===== src/rtl/mc_controller_if.sv =====
// ---------------------------------------------------------------------------
// mc_controller_if
//   Bundle between the multi-cycle MIPS control unit and its datapath.
//   master : control unit side (takes instruction fields/status, drives
//            datapath controls, debug state and error flags)
//   slave  : datapath side (the mirror image)
//   Signals:
//     op, funct        instr[31:26], instr[5:0]
//     zero, lt         ALU zero flag and sign of a-b
//     memready         memory completes the current access this cycle
//     pcen .. extop    single-bit datapath enables / selects
//     memtoreg, regdst, alusrcb, pcsrc   2-bit mux selects
//     alucontrol       4-bit ALU operation
//     state            current FSM state (debug)
//     buserr, illegal  sticky error flags
// ---------------------------------------------------------------------------
interface mc_controller_if;
  logic [5:0] op;
  logic [5:0] funct;
  logic       zero;
  logic       lt;
  logic       memready;

  logic       pcen;
  logic       memread;
  logic       memwrite;
  logic       irwrite;
  logic       regwrite;
  logic       alusrca;
  logic       iord;
  logic       extop;
  logic [1:0] memtoreg;
  logic [1:0] regdst;
  logic [1:0] alusrcb;
  logic [1:0] pcsrc;
  logic [3:0] alucontrol;
  logic [4:0] state;
  logic       buserr;
  logic       illegal;

  modport master (
    input  op, funct, zero, lt, memready,
    output pcen, memread, memwrite, irwrite, regwrite, alusrca, iord, extop,
           memtoreg, regdst, alusrcb, pcsrc, alucontrol, state, buserr, illegal
  );

  modport slave (
    output op, funct, zero, lt, memready,
    input  pcen, memread, memwrite, irwrite, regwrite, alusrca, iord, extop,
           memtoreg, regdst, alusrcb, pcsrc, alucontrol, state, buserr, illegal
  );
endinterface


===== src/rtl/mc_controller.sv =====
// ---------------------------------------------------------------------------
// mc_controller
//   Multi-cycle MIPS control unit: main FSM plus ALU decode.
//   Memory states (FETCH, MEMRD, MEMWR) hold their request until memready,
//   with an optional wait-cycle timeout that latches a sticky bus error and
//   parks the FSM in HALT. Unknown instructions latch a sticky illegal flag
//   and either halt or are dropped as a NOP.
//   Ports:
//     clk    clock
//     reset  synchronous, active-high reset
//     bus    mc_controller_if.master (instruction fields, status, controls)
//   Parameters:
//     TIMEOUT          wait cycles tolerated on one access (0 = never time out)
//     WAIT_W           wait counter width, TIMEOUT < 2**WAIT_W
//     HALT_ON_ILLEGAL  1 = illegal instruction halts, 0 = treated as NOP
// ---------------------------------------------------------------------------
module mc_controller #(
  parameter int TIMEOUT         = 15,
  parameter int WAIT_W          = 4,
  parameter int HALT_ON_ILLEGAL = 1
) (
  input  logic            clk,
  input  logic            reset,
  mc_controller_if.master bus
);

  typedef enum logic [4:0] {
    S_FETCH   = 5'd0,
    S_DECODE  = 5'd1,
    S_MEMADR  = 5'd2,
    S_MEMRD   = 5'd3,
    S_MEMWB   = 5'd4,
    S_MEMWR   = 5'd5,
    S_RTYPEEX = 5'd6,
    S_RTYPEWB = 5'd7,
    S_BEQEX   = 5'd8,
    S_IMMEX   = 5'd9,
    S_IMMWB   = 5'd10,
    S_JEX     = 5'd11,
    S_BLEEX   = 5'd12,
    S_BNEEX   = 5'd13,
    S_JALEX   = 5'd14,
    S_JREX    = 5'd15,
    S_HALT    = 5'd31
  } state_e;

  localparam logic [5:0] OP_R    = 6'b000000;
  localparam logic [5:0] OP_J    = 6'b000010;
  localparam logic [5:0] OP_JAL  = 6'b000011;
  localparam logic [5:0] OP_BEQ  = 6'b000100;
  localparam logic [5:0] OP_BNE  = 6'b000101;
  localparam logic [5:0] OP_BLE  = 6'b000111;
  localparam logic [5:0] OP_ADDI = 6'b001000;
  localparam logic [5:0] OP_SLTI = 6'b001010;
  localparam logic [5:0] OP_ANDI = 6'b001100;
  localparam logic [5:0] OP_ORI  = 6'b001101;
  localparam logic [5:0] OP_LW   = 6'b100011;
  localparam logic [5:0] OP_SW   = 6'b101011;

  localparam logic [5:0] FN_JR   = 6'b001000;
  localparam logic [5:0] FN_ADD  = 6'b100000;
  localparam logic [5:0] FN_SUB  = 6'b100010;
  localparam logic [5:0] FN_AND  = 6'b100100;
  localparam logic [5:0] FN_OR   = 6'b100101;
  localparam logic [5:0] FN_SLT  = 6'b101010;
  localparam logic [5:0] FN_SLTU = 6'b101011;

  localparam logic [3:0] ALU_ADD  = 4'b0010;
  localparam logic [3:0] ALU_SUB  = 4'b0110;
  localparam logic [3:0] ALU_AND  = 4'b0000;
  localparam logic [3:0] ALU_OR   = 4'b0001;
  localparam logic [3:0] ALU_SLT  = 4'b0111;
  localparam logic [3:0] ALU_SLTU = 4'b1111;

  localparam logic [WAIT_W-1:0] TO_CNT   = WAIT_W'(TIMEOUT);
  localparam bit                TO_EN    = (TIMEOUT != 0);
  localparam bit                HALT_ILL = (HALT_ON_ILLEGAL != 0);

  // R-type ALU decode; jr is dispatched separately and never reaches RTYPEEX.
  function automatic logic [3:0] rtype_alu(input logic [5:0] f);
    logic [3:0] a;
    a = ALU_ADD;
    case (f)
      FN_ADD:  a = ALU_ADD;
      FN_SUB:  a = ALU_SUB;
      FN_AND:  a = ALU_AND;
      FN_OR:   a = ALU_OR;
      FN_SLT:  a = ALU_SLT;
      FN_SLTU: a = ALU_SLTU;
      default: a = ALU_ADD;
    endcase
    return a;
  endfunction

  function automatic logic rfunct_ok(input logic [5:0] f);
    return (f == FN_ADD) || (f == FN_SUB) || (f == FN_AND) ||
           (f == FN_OR)  || (f == FN_SLT) || (f == FN_SLTU);
  endfunction

  function automatic logic [3:0] imm_alu(input logic [5:0] o);
    logic [3:0] a;
    a = ALU_ADD;
    case (o)
      OP_SLTI: a = ALU_SLT;
      OP_ANDI: a = ALU_AND;
      OP_ORI:  a = ALU_OR;
      default: a = ALU_ADD;
    endcase
    return a;
  endfunction

  state_e            state_q, state_d;
  logic [WAIT_W-1:0] wait_q, wait_d;
  logic              buserr_q, buserr_d;
  logic              illegal_q, illegal_d;
  logic              dec_bad;

  // ---------------------------------------------------------------- state reg
  always_ff @(posedge clk) begin
    if (reset) begin
      state_q   <= S_FETCH;
      wait_q    <= '0;
      buserr_q  <= 1'b0;
      illegal_q <= 1'b0;
    end else begin
      state_q   <= state_d;
      wait_q    <= wait_d;
      buserr_q  <= buserr_d;
      illegal_q <= illegal_d;
    end
  end

  // --------------------------------------------------------------- next state
  always_comb begin
    state_d   = state_q;
    wait_d    = wait_q;
    buserr_d  = buserr_q;
    illegal_d = illegal_q;
    dec_bad   = 1'b0;
    case (state_q)
      S_FETCH, S_MEMRD, S_MEMWR: begin
        if (bus.memready) begin
          wait_d = '0;
          case (state_q)
            S_FETCH: state_d = S_DECODE;
            S_MEMRD: state_d = S_MEMWB;
            default: state_d = S_FETCH;
          endcase
        end else if (TO_EN && (wait_q == TO_CNT)) begin
          // Access never completed: give up and park until reset.
          wait_d   = '0;
          state_d  = S_HALT;
          buserr_d = 1'b1;
        end else begin
          wait_d = wait_q + 1'b1;
        end
      end
      S_DECODE: begin
        case (bus.op)
          OP_LW, OP_SW: state_d = S_MEMADR;
          OP_R: begin
            if (bus.funct == FN_JR)       state_d = S_JREX;
            else if (rfunct_ok(bus.funct)) state_d = S_RTYPEEX;
            else                           dec_bad = 1'b1;
          end
          OP_BEQ:                          state_d = S_BEQEX;
          OP_BNE:                          state_d = S_BNEEX;
          OP_BLE:                          state_d = S_BLEEX;
          OP_ADDI, OP_SLTI, OP_ANDI, OP_ORI: state_d = S_IMMEX;
          OP_J:                            state_d = S_JEX;
          OP_JAL:                          state_d = S_JALEX;
          default:                         dec_bad = 1'b1;
        endcase
        if (dec_bad) begin
          illegal_d = 1'b1;
          state_d   = HALT_ILL ? S_HALT : S_FETCH;
        end
      end
      S_MEMADR:  state_d = (bus.op == OP_SW) ? S_MEMWR : S_MEMRD;
      S_RTYPEEX: state_d = S_RTYPEWB;
      S_IMMEX:   state_d = S_IMMWB;
      S_MEMWB, S_RTYPEWB, S_IMMWB, S_BEQEX, S_BNEEX, S_BLEEX,
      S_JEX, S_JALEX, S_JREX: state_d = S_FETCH;
      S_HALT:    state_d = S_HALT;
      default:   state_d = S_HALT;
    endcase
  end

  // ------------------------------------------------------------------ outputs
  logic       pcen_c, memread_c, memwrite_c, irwrite_c, regwrite_c;
  logic       alusrca_c, iord_c, extop_c;
  logic [1:0] memtoreg_c, regdst_c, alusrcb_c, pcsrc_c;
  logic [3:0] alucontrol_c;

  always_comb begin
    pcen_c       = 1'b0;
    memread_c    = 1'b0;
    memwrite_c   = 1'b0;
    irwrite_c    = 1'b0;
    regwrite_c   = 1'b0;
    alusrca_c    = 1'b0;
    iord_c       = 1'b0;
    extop_c      = 1'b0;
    memtoreg_c   = 2'b00;
    regdst_c     = 2'b00;
    alusrcb_c    = 2'b00;
    pcsrc_c      = 2'b00;
    alucontrol_c = 4'b0000;
    case (state_q)
      S_FETCH: begin
        memread_c    = 1'b1;
        alusrcb_c    = 2'b01;
        alucontrol_c = ALU_ADD;
        // Only the completing cycle loads IR and advances PC, so PC moves once.
        irwrite_c    = bus.memready;
        pcen_c       = bus.memready;
      end
      S_DECODE: begin
        // Precompute branch target into aluout.
        alusrcb_c    = 2'b11;
        alucontrol_c = ALU_ADD;
      end
      S_MEMADR: begin
        alusrca_c    = 1'b1;
        alusrcb_c    = 2'b10;
        alucontrol_c = ALU_ADD;
      end
      S_MEMRD: begin
        memread_c = 1'b1;
        iord_c    = 1'b1;
      end
      S_MEMWB: begin
        regwrite_c = 1'b1;
        memtoreg_c = 2'b01;
      end
      S_MEMWR: begin
        memwrite_c = 1'b1;
        iord_c     = 1'b1;
      end
      S_RTYPEEX: begin
        alusrca_c    = 1'b1;
        alucontrol_c = rtype_alu(bus.funct);
      end
      S_RTYPEWB: begin
        regwrite_c = 1'b1;
        regdst_c   = 2'b01;
      end
      S_BEQEX, S_BNEEX, S_BLEEX: begin
        alusrca_c    = 1'b1;
        alucontrol_c = ALU_SUB;
        pcsrc_c      = 2'b01;
        case (state_q)
          S_BEQEX: pcen_c = bus.zero;
          S_BNEEX: pcen_c = ~bus.zero;
          default: pcen_c = bus.zero | bus.lt;   // a <= b
        endcase
      end
      S_IMMEX, S_IMMWB: begin
        // Extension and ALU op are held through writeback so aluout stays valid.
        alucontrol_c = imm_alu(bus.op);
        extop_c      = (bus.op == OP_ANDI) || (bus.op == OP_ORI);
        if (state_q == S_IMMEX) begin
          alusrca_c = 1'b1;
          alusrcb_c = 2'b10;
        end else begin
          regwrite_c = 1'b1;
        end
      end
      S_JEX: begin
        pcen_c  = 1'b1;
        pcsrc_c = 2'b10;
      end
      S_JALEX: begin
        // PC still holds pc+4 at this edge, so r31 gets the return address
        // while PC loads the jump target.
        pcen_c     = 1'b1;
        pcsrc_c    = 2'b10;
        regwrite_c = 1'b1;
        regdst_c   = 2'b10;
        memtoreg_c = 2'b10;
      end
      S_JREX: begin
        pcen_c  = 1'b1;
        pcsrc_c = 2'b11;
      end
      default: ;
    endcase
  end

  // Side-effecting strobes are suppressed during reset so an abandoned access
  // cannot complete.
  assign bus.pcen       = pcen_c     & ~reset;
  assign bus.memread    = memread_c  & ~reset;
  assign bus.memwrite   = memwrite_c & ~reset;
  assign bus.irwrite    = irwrite_c  & ~reset;
  assign bus.regwrite   = regwrite_c & ~reset;
  assign bus.alusrca    = alusrca_c;
  assign bus.iord       = iord_c;
  assign bus.extop      = extop_c;
  assign bus.memtoreg   = memtoreg_c;
  assign bus.regdst     = regdst_c;
  assign bus.alusrcb    = alusrcb_c;
  assign bus.pcsrc      = pcsrc_c;
  assign bus.alucontrol = alucontrol_c;
  assign bus.state      = state_q;
  assign bus.buserr     = buserr_q;
  assign bus.illegal    = illegal_q;

endmodule


===== src/flat_wrapper.sv =====
// flat-port wrapper written by rule: the top's interface ports become plain ports
module mc_controller_flat 
#(
  parameter int TIMEOUT         = 15,
  parameter int WAIT_W          = 4,
  parameter int HALT_ON_ILLEGAL = 1
)
  (clk, reset, bus_op, bus_funct, bus_zero, bus_lt, bus_memready, bus_pcen, bus_memread, bus_memwrite, bus_irwrite, bus_regwrite, bus_alusrca, bus_iord, bus_extop, bus_memtoreg, bus_regdst, bus_alusrcb, bus_pcsrc, bus_alucontrol, bus_state, bus_buserr, bus_illegal);
  mc_controller_if bus_i ();
  input  logic clk;
  input  logic reset;
  input wire logic [$bits(bus_i.op)-1:0] bus_op;
  input wire logic [$bits(bus_i.funct)-1:0] bus_funct;
  input wire logic [$bits(bus_i.zero)-1:0] bus_zero;
  input wire logic [$bits(bus_i.lt)-1:0] bus_lt;
  input wire logic [$bits(bus_i.memready)-1:0] bus_memready;
  output wire logic [$bits(bus_i.pcen)-1:0] bus_pcen;
  output wire logic [$bits(bus_i.memread)-1:0] bus_memread;
  output wire logic [$bits(bus_i.memwrite)-1:0] bus_memwrite;
  output wire logic [$bits(bus_i.irwrite)-1:0] bus_irwrite;
  output wire logic [$bits(bus_i.regwrite)-1:0] bus_regwrite;
  output wire logic [$bits(bus_i.alusrca)-1:0] bus_alusrca;
  output wire logic [$bits(bus_i.iord)-1:0] bus_iord;
  output wire logic [$bits(bus_i.extop)-1:0] bus_extop;
  output wire logic [$bits(bus_i.memtoreg)-1:0] bus_memtoreg;
  output wire logic [$bits(bus_i.regdst)-1:0] bus_regdst;
  output wire logic [$bits(bus_i.alusrcb)-1:0] bus_alusrcb;
  output wire logic [$bits(bus_i.pcsrc)-1:0] bus_pcsrc;
  output wire logic [$bits(bus_i.alucontrol)-1:0] bus_alucontrol;
  output wire logic [$bits(bus_i.state)-1:0] bus_state;
  output wire logic [$bits(bus_i.buserr)-1:0] bus_buserr;
  output wire logic [$bits(bus_i.illegal)-1:0] bus_illegal;
  assign bus_i.op = bus_op;
  assign bus_i.funct = bus_funct;
  assign bus_i.zero = bus_zero;
  assign bus_i.lt = bus_lt;
  assign bus_i.memready = bus_memready;
  assign bus_pcen = bus_i.pcen;
  assign bus_memread = bus_i.memread;
  assign bus_memwrite = bus_i.memwrite;
  assign bus_irwrite = bus_i.irwrite;
  assign bus_regwrite = bus_i.regwrite;
  assign bus_alusrca = bus_i.alusrca;
  assign bus_iord = bus_i.iord;
  assign bus_extop = bus_i.extop;
  assign bus_memtoreg = bus_i.memtoreg;
  assign bus_regdst = bus_i.regdst;
  assign bus_alusrcb = bus_i.alusrcb;
  assign bus_pcsrc = bus_i.pcsrc;
  assign bus_alucontrol = bus_i.alucontrol;
  assign bus_state = bus_i.state;
  assign bus_buserr = bus_i.buserr;
  assign bus_illegal = bus_i.illegal;
  mc_controller #(.TIMEOUT(TIMEOUT), .WAIT_W(WAIT_W), .HALT_ON_ILLEGAL(HALT_ON_ILLEGAL)) u_core (.clk(clk), .reset(reset), .bus(bus_i));
endmodule

===== config.mk =====
export PLATFORM = sky130hd
export DESIGN_NAME = mc_controller_flat
export DESIGN_NICKNAME = d
export VERILOG_FILES = /design/src/rtl/mc_controller_if.sv /design/src/rtl/mc_controller.sv /design/src/flat_wrapper.sv
export SDC_FILE = /design/constraint.sdc
export NUM_CORES = 1
export LEC_CHECK = 0
export ABC_AREA = 1
export CAP_MARGIN = 20
export CORE_MARGIN = 2
export CORE_UTILIZATION = 45
export DETAILED_ROUTE_END_ITERATION = 16
export HOLD_SLACK_MARGIN = 0.03
export PLACE_DENSITY = 0.81
export SLEW_MARGIN = 20
export SYNTH_ARGS = -nofsm -noshare
export SYNTH_HDL_FRONTEND = slang
export SYNTH_SLANG_ARGS = --single-unit

===== constraint.sdc =====
create_clock -name clk -period 3.1 [get_ports clk]
set_clock_uncertainty 0.1 [all_clocks]
set_input_delay 0.62 -clock clk [delete_from_list [all_inputs] [get_ports clk]]
set_output_delay 0.62 -clock clk [all_outputs]
set_load 0.01 [all_outputs]

==> key figures <==
Outcome
  – Outcome: completed

Synthesis
  – Top-count cell post-synth: nand2_1
  – Multiplexer share of the synthesized area: 0%
  – Synth Cell Area: between 1000 and 1500 um2
  – Main synth FF type: dfxtp_1
  – Post-synthesis adder-cell area fraction: 1.02%
  – Compound-Gate Fraction of Synth Area: between 10% and 20%
  – Ys Warns: 0
  – Leading post-synthesis cells by cell area: dfxtp_1 (18%), nand2_1 (15%), inv_1 (12%)
  – Area share of xor/xnor cells in the synthesized design: 0.716%
  – Distinct cells, synth: 30
  – Main combinational cell family by area after synthesis: simple AND/OR/NAND/NOR gates
  – Mapped Nets: between 200 and 250
  – Post-synth EDFFs: 0
  – Yosys reg bits: 11
  – Post-synth top area share: a little under a fifth
  – Synth Instances: 224
  – Register area share after synthesis: between 10% and 20%
  – Mean Syn Cell Area: around 5.5 um2
  – Simple-Gate Fraction of Synth Area: between 50% and 60%
  – Commonest cells post-synth: nand2_1 (49), inv_1 (39), nor2_1 (38)
  – Synth area leader: dfxtp_1
  – Post-synth ARST share: 0%

Worst setup path
  – Critical path class: input pin to output port
  – Critical Path End Type: output port
  – Startpoint Class: input pin
  – Data arrival time of the worst path: around 2.2 ns
  – Worst endpoint required time: about 2.4 ns
  – Crit-path max FO: 5

Floorplan
  – Initial Util: between 40% and 50%
  – Core Area: 2520 um2
  – Die footprint: 3150 um2
  – IO Count: 44
  – Num rows: 18
  – Die width: roughly 56 um
  – Die Span Y: ~56 um

STA
  – Final hold violation count: 0
  – Tmin final: about 2.9 ns
  – Number of setup violations in the final report: 0
  – Slew Limit Fails: 0
  – Peak Freq: 0.340 GHz
  – Max_slew headroom: between 70 and 80%
  – Period utilization: between 90% and 100%
  – Slew @ Worst Pin: approximately 0.41 ns
  – RSZ-0062 raised after global routing: false
  – Sum of negative setup slack: 0 ns

GRT
  – Largest net degree at the start of global routing: 12
  – All-layer global routing usage: ~22%
  – Vias in the first global route: 1437
  – Initial antenna violation count: 0
  – First-pass GRT wire length: roughly 6000 um
  – Grt total ovfl: 0

Cells and area
  – Area growth syn-to-layout: 42.0%
  – FILL cells: 239
  – Share of post-route cells with drive strength above 1: 11.0%
  – Non-Filler Instances: slightly above 300
  – Register area: 220 um2
  – Final Cell Area: roughly 1700 um2
  – Final nets: slightly below 300
  – Multi-input gate area: between 800 and 900 um2
  – ANT cells: 0

Detailed routing
  – Via-per-instance ratio: between 5 and 6
  – Vias after detailed routing: roughly 1600
  – Post-route ant nets: 0
  – DRT Wirelength: 3440 um
  – Routed WL per cell: around 11 um
  – Initial DRC count: 71
  – Number of remaining DRC errors: 0
  – Router iterations before antenna repair: 4

Power and ir drop
  – Clock power share: ~8%
  – Worst vdd ir: between 0.6 and 0.7 mV
  – Leakage power: 0.883 nW
  – Total power: around 0.0012 W
  – Net Sw Frac: roughly 49%
  – Combinational power share: around 73%
  – Switch Pwr: approximately 0.0006 W
  – PD cells: about 720 nW/um2
  – Part of the power in registers: roughly 20%
  – Pint: 0.000635 W

Clocking
  – Inserted Clock Buffers: 3
  – Clock sink count: 11
  – Clock-pin slew on the worst setup and hold paths: 0.06 ns
  – Clock Latency Late Sink: approximately 0.27 ns
  – CTS tree: built
  – Root Buffer: clkbuf_4
  – Clock tree buffer depth: 2
  – Postcts setup bufs: 0
  – H-tree level count: 1

Placement
  – Placed Cells: approximately 300
  – HPWL Detailed: around 2800 um
  – DP Area: between 1500 and 2000 um2
  – IO Port Bufs: 43
  – GP Congestion: 0.987

Hold path
  – Min-delay worst type: register to register

Flow run
  – Max Cap Violations: 0
cell usage in the layout, fill, tap and decap left out, types with 4 or more instances in the layout:
master and count:
a21oi_1 12, nor2_1 36, clkdlybuf4s50_1 42, inv_1 39
buf_4 4, nand3_1 29, dfxtp_1 11, inv_2 6
nor2_2 5, nand2_1 49, o21ai_0 7
worst paths after layout:
path | from | end | slack, ns | cells past startpoint
max reg2reg | u_core.bus.state[1]$_SDFFE_PP0P_ | u_core.bus.state[2]$_SDFFE_PP0P_ | 1.43 | 11
max | bus_funct[5] | bus_alucontrol[2] | 0.16 | 8
min reg2reg | u_core.bus.illegal$_SDFFE_PP0P_ | u_core.bus.illegal$_SDFFE_PP0P_ | 0.35 | 2
min | u_core.bus.illegal$_SDFFE_PP0P_ | u_core.bus.illegal$_SDFFE_PP0P_ | 0.35 | 2
cells by family (layout without fill, tap and decap cells):
| group | Yosys count | count (layout) |
|---|---|---|
| AOI/OAI and AO/OA | 27 | 27 |
| xor gates and xnor gates | 1 | 1 |
| buffers and inverters | 48 | 96 |
| DFF | 11 | 11 |
| and+or+nand+nor | 136 | 136 |
| adders and majority gates | 1 | 1 |
state kept, by name, summed over array words and instances (netlist names):
name	flops
u_core.bus.illegal	1
u_core.wait_q	4
u_core.bus.buserr	1
u_core.bus.state	5
metrics by stage:
stage,setup slack (ns),hold slack (ns),util [%]
finish,0.162,0.354,68.8
global route,0.0354,0.397,68.8
CTS,0.0179,0.356,68.5
detailed placement,0.0226,0.343,67.5
global placement,0.0691,0.345,67.5
floorplan,1.04,0.360,-
cell type report:
cell class / instances / area share, %
Inverter: 45 / 9.73
Sequential cell: 11 / 12.7
Clock buffer: 4 / 1.51
Tap cell: 30 / 2.16
Multi-Input combinational cell: 165 / 47.2
Timing Repair Buffer: 47 / 26.7
per-layer routing:
layer | GRT usage, % | part of all wire [%] | vias up
met1 | 30.4 | 48 | 683
li1 | - | - | 810
met4 | 5.78 | 0.78 | 0
met5 | 0 | 0 | -
met3 | 2.33 | 5.0 | 6
met2 | 37.5 | 46 | 53
worst max-delay path, cell delays in order:
cell             delay, ns
clkdlybuf4s50_1       0.48
inv_1                 0.05
nor2_2                0.16
nand3_1               0.12
nand2_1               0.07
nand3_1               0.07
nand3_1               0.10
clkdlybuf4s50_1       0.54
power groups by stage:
stage	logic, W	registers [W]	clock network, W
after floorplan	0.000527	0.000249	0
after CTS	0.000904	0.000242	0.000102
final	0.000905	0.000243	0.0000979
after detailed placement	0.000898	0.000244	0
after global routing	0.00100	0.000248	0.000107
after global placement	0.000892	0.000246	0
timing repair:
action	CTS	global route
setup endpoints to repair	0	2
resized for setup	0	3
hold buffers	0	0
Power figures use the tool's default switching activity.
==> RTL edit: new RTL, config.mk and constraints unchanged <==
`WAIT_W` is set to 4 in 2 places; all go to 3.
--- a/src/rtl/mc_controller.sv
+++ b/src/rtl/mc_controller.sv
@@ -18,3 +18,3 @@
   parameter int TIMEOUT         = 15,
-  parameter int WAIT_W          = 4,
+  parameter int WAIT_W          = 3,
   parameter int HALT_ON_ILLEGAL = 1
--- a/src/flat_wrapper.sv
+++ b/src/flat_wrapper.sv
@@ -4,3 +4,3 @@
   parameter int TIMEOUT         = 15,
-  parameter int WAIT_W          = 4,
+  parameter int WAIT_W          = 3,
   parameter int HALT_ON_ILLEGAL = 1
Behaviour: not the same (Yosys sat finds a counterexample within 10 cycles, from zero or initial values and one cycle with reset high).
==> RTL edit against the unedited design <==
- register-to-register slack hardly changed
- critical endpoint is now bus_alucontrol[1]
- sequential cell count shrank 1
- highest routed layer unchanged
- sequential power decreased by 12%
- critical path type unchanged
- design area decreased by 3.6%
- worst setup slack got worse by 0.0088 ns
- non-clock buffer count shrank 2
- area after synthesis is 4.1% lower
- total power is 10% lower
- clock power is 22% higher
- wire length is 11% lower
==> RTL edit: results (changes against the unedited design) <==
- GP Congestion: 0.9086 (-7.9%)
- Rel. slew slack: 79.89% (+7.6 points)
- Top post-synthesis cells by count: 45 x nand2_1, 38 x inv_1, 37 x nor2_1, 18 x nand3_1, 10 x dfxtp_1
- Synthesized net count: 229 (-5.4%)
- DR iter-0 viols: 53 (-25%)
- Tot GR Track Use: 22.28% (-0.071 points)
- Pin count of the biggest net entering global routing: 10 (-2)
- Flop pwr share: 19.1% (-0.4 points)
- Vias in the first global route: 1,186 (-17%)
- Via density: 5.070 (-1.3%)
- Comb power frac: 70.2% (-2.5 points)
- Net Sw Frac: 47.46% (-1.6 points)
- Power density over cell area: 666.4 mW/mm^2 (-7.1%)
- WL met1: 1395 um (-16%)
- DPL Wire Length: 2605 um (-7.0%)
- Worst Path Max Fanout: 4 (-1)
- Synth Area in XOR/XNOR: 0% (-0.72 points)
- Most area-consuming cells after synthesis: dfxtp_1 17%, nand2_1 14%, inv_1 12%
- P_leak: 0.8063 nW (-8.7%)
- Global Route met2 Usage: 37.10% (-0.38 points)
- Complex-gate fraction of the synthesized area: 11.53% (-0.96 points)
- Worst vdd ir: 0.5574 mV (-10%)
- Wire per inst: 10.77 um (-5.5%)
- Synth unique cells: 28 (-6.7%)
- Status: complete, no violations
- Reg2reg start: u_core.bus.state[0]
- Met3 wire len: 193 um (+13%)
- Worst path max stage delay: 0.49 ns (-0.05 ns)
- Post-synthesis sequential area ratio: 17.08% (-0.94 points)
- Met1 Resource Use GR: 30.36% (-0.035 points)
- Worst slack at placement: 0.1588 ns (+0.1362 ns)
- Fraction of layout cells with a size suffix above 1: 11.33% (+0.30 points)
- Met2 WL: 1437 um (-9.1%)
- Post-Synth Adder-Cell Area: 2.134% (+1.1 points)
## RTL edit: cell types whose count changed after synthesis, moves of 3 or more
cell	change
nand3_1	-11
nand2_1	-4
nor3_1	+4
o21ai_0	-4
a21oi_1	-3
inv_2	-3
nand4_1	+3
## RTL edit: path summary, 6_finish.rpt
check	to	slack (ns)	cells past startpoint
hold reg to reg	u_core.bus.illegal	0.35	2
setup reg to reg	u_core.bus.state[1]	1.43	11
hold / removal	u_core.bus.illegal	0.35	2
setup / recovery	bus_alucontrol[1]	0.15	6
## RTL edit: per-stage QoR
stage	cell area (um^2)	std cells
after global routing	1673	286
after detailed placement	1633	282
final	1673	286
after global placement	1633	282
after floorplan	1172	210
after CTS	1669	286
## RTL edit: layout make-up
cell class | count | area, um^2
well taps | 30 | 37.54
fillers | 230 | 804.5
flip-flops and latches | 10 | 201.4
repair buffers | 45 | 445.4
multi-input cells | 156 | 798.3
clock buffers | 4 | 36.28
inverters | 41 | 153.9
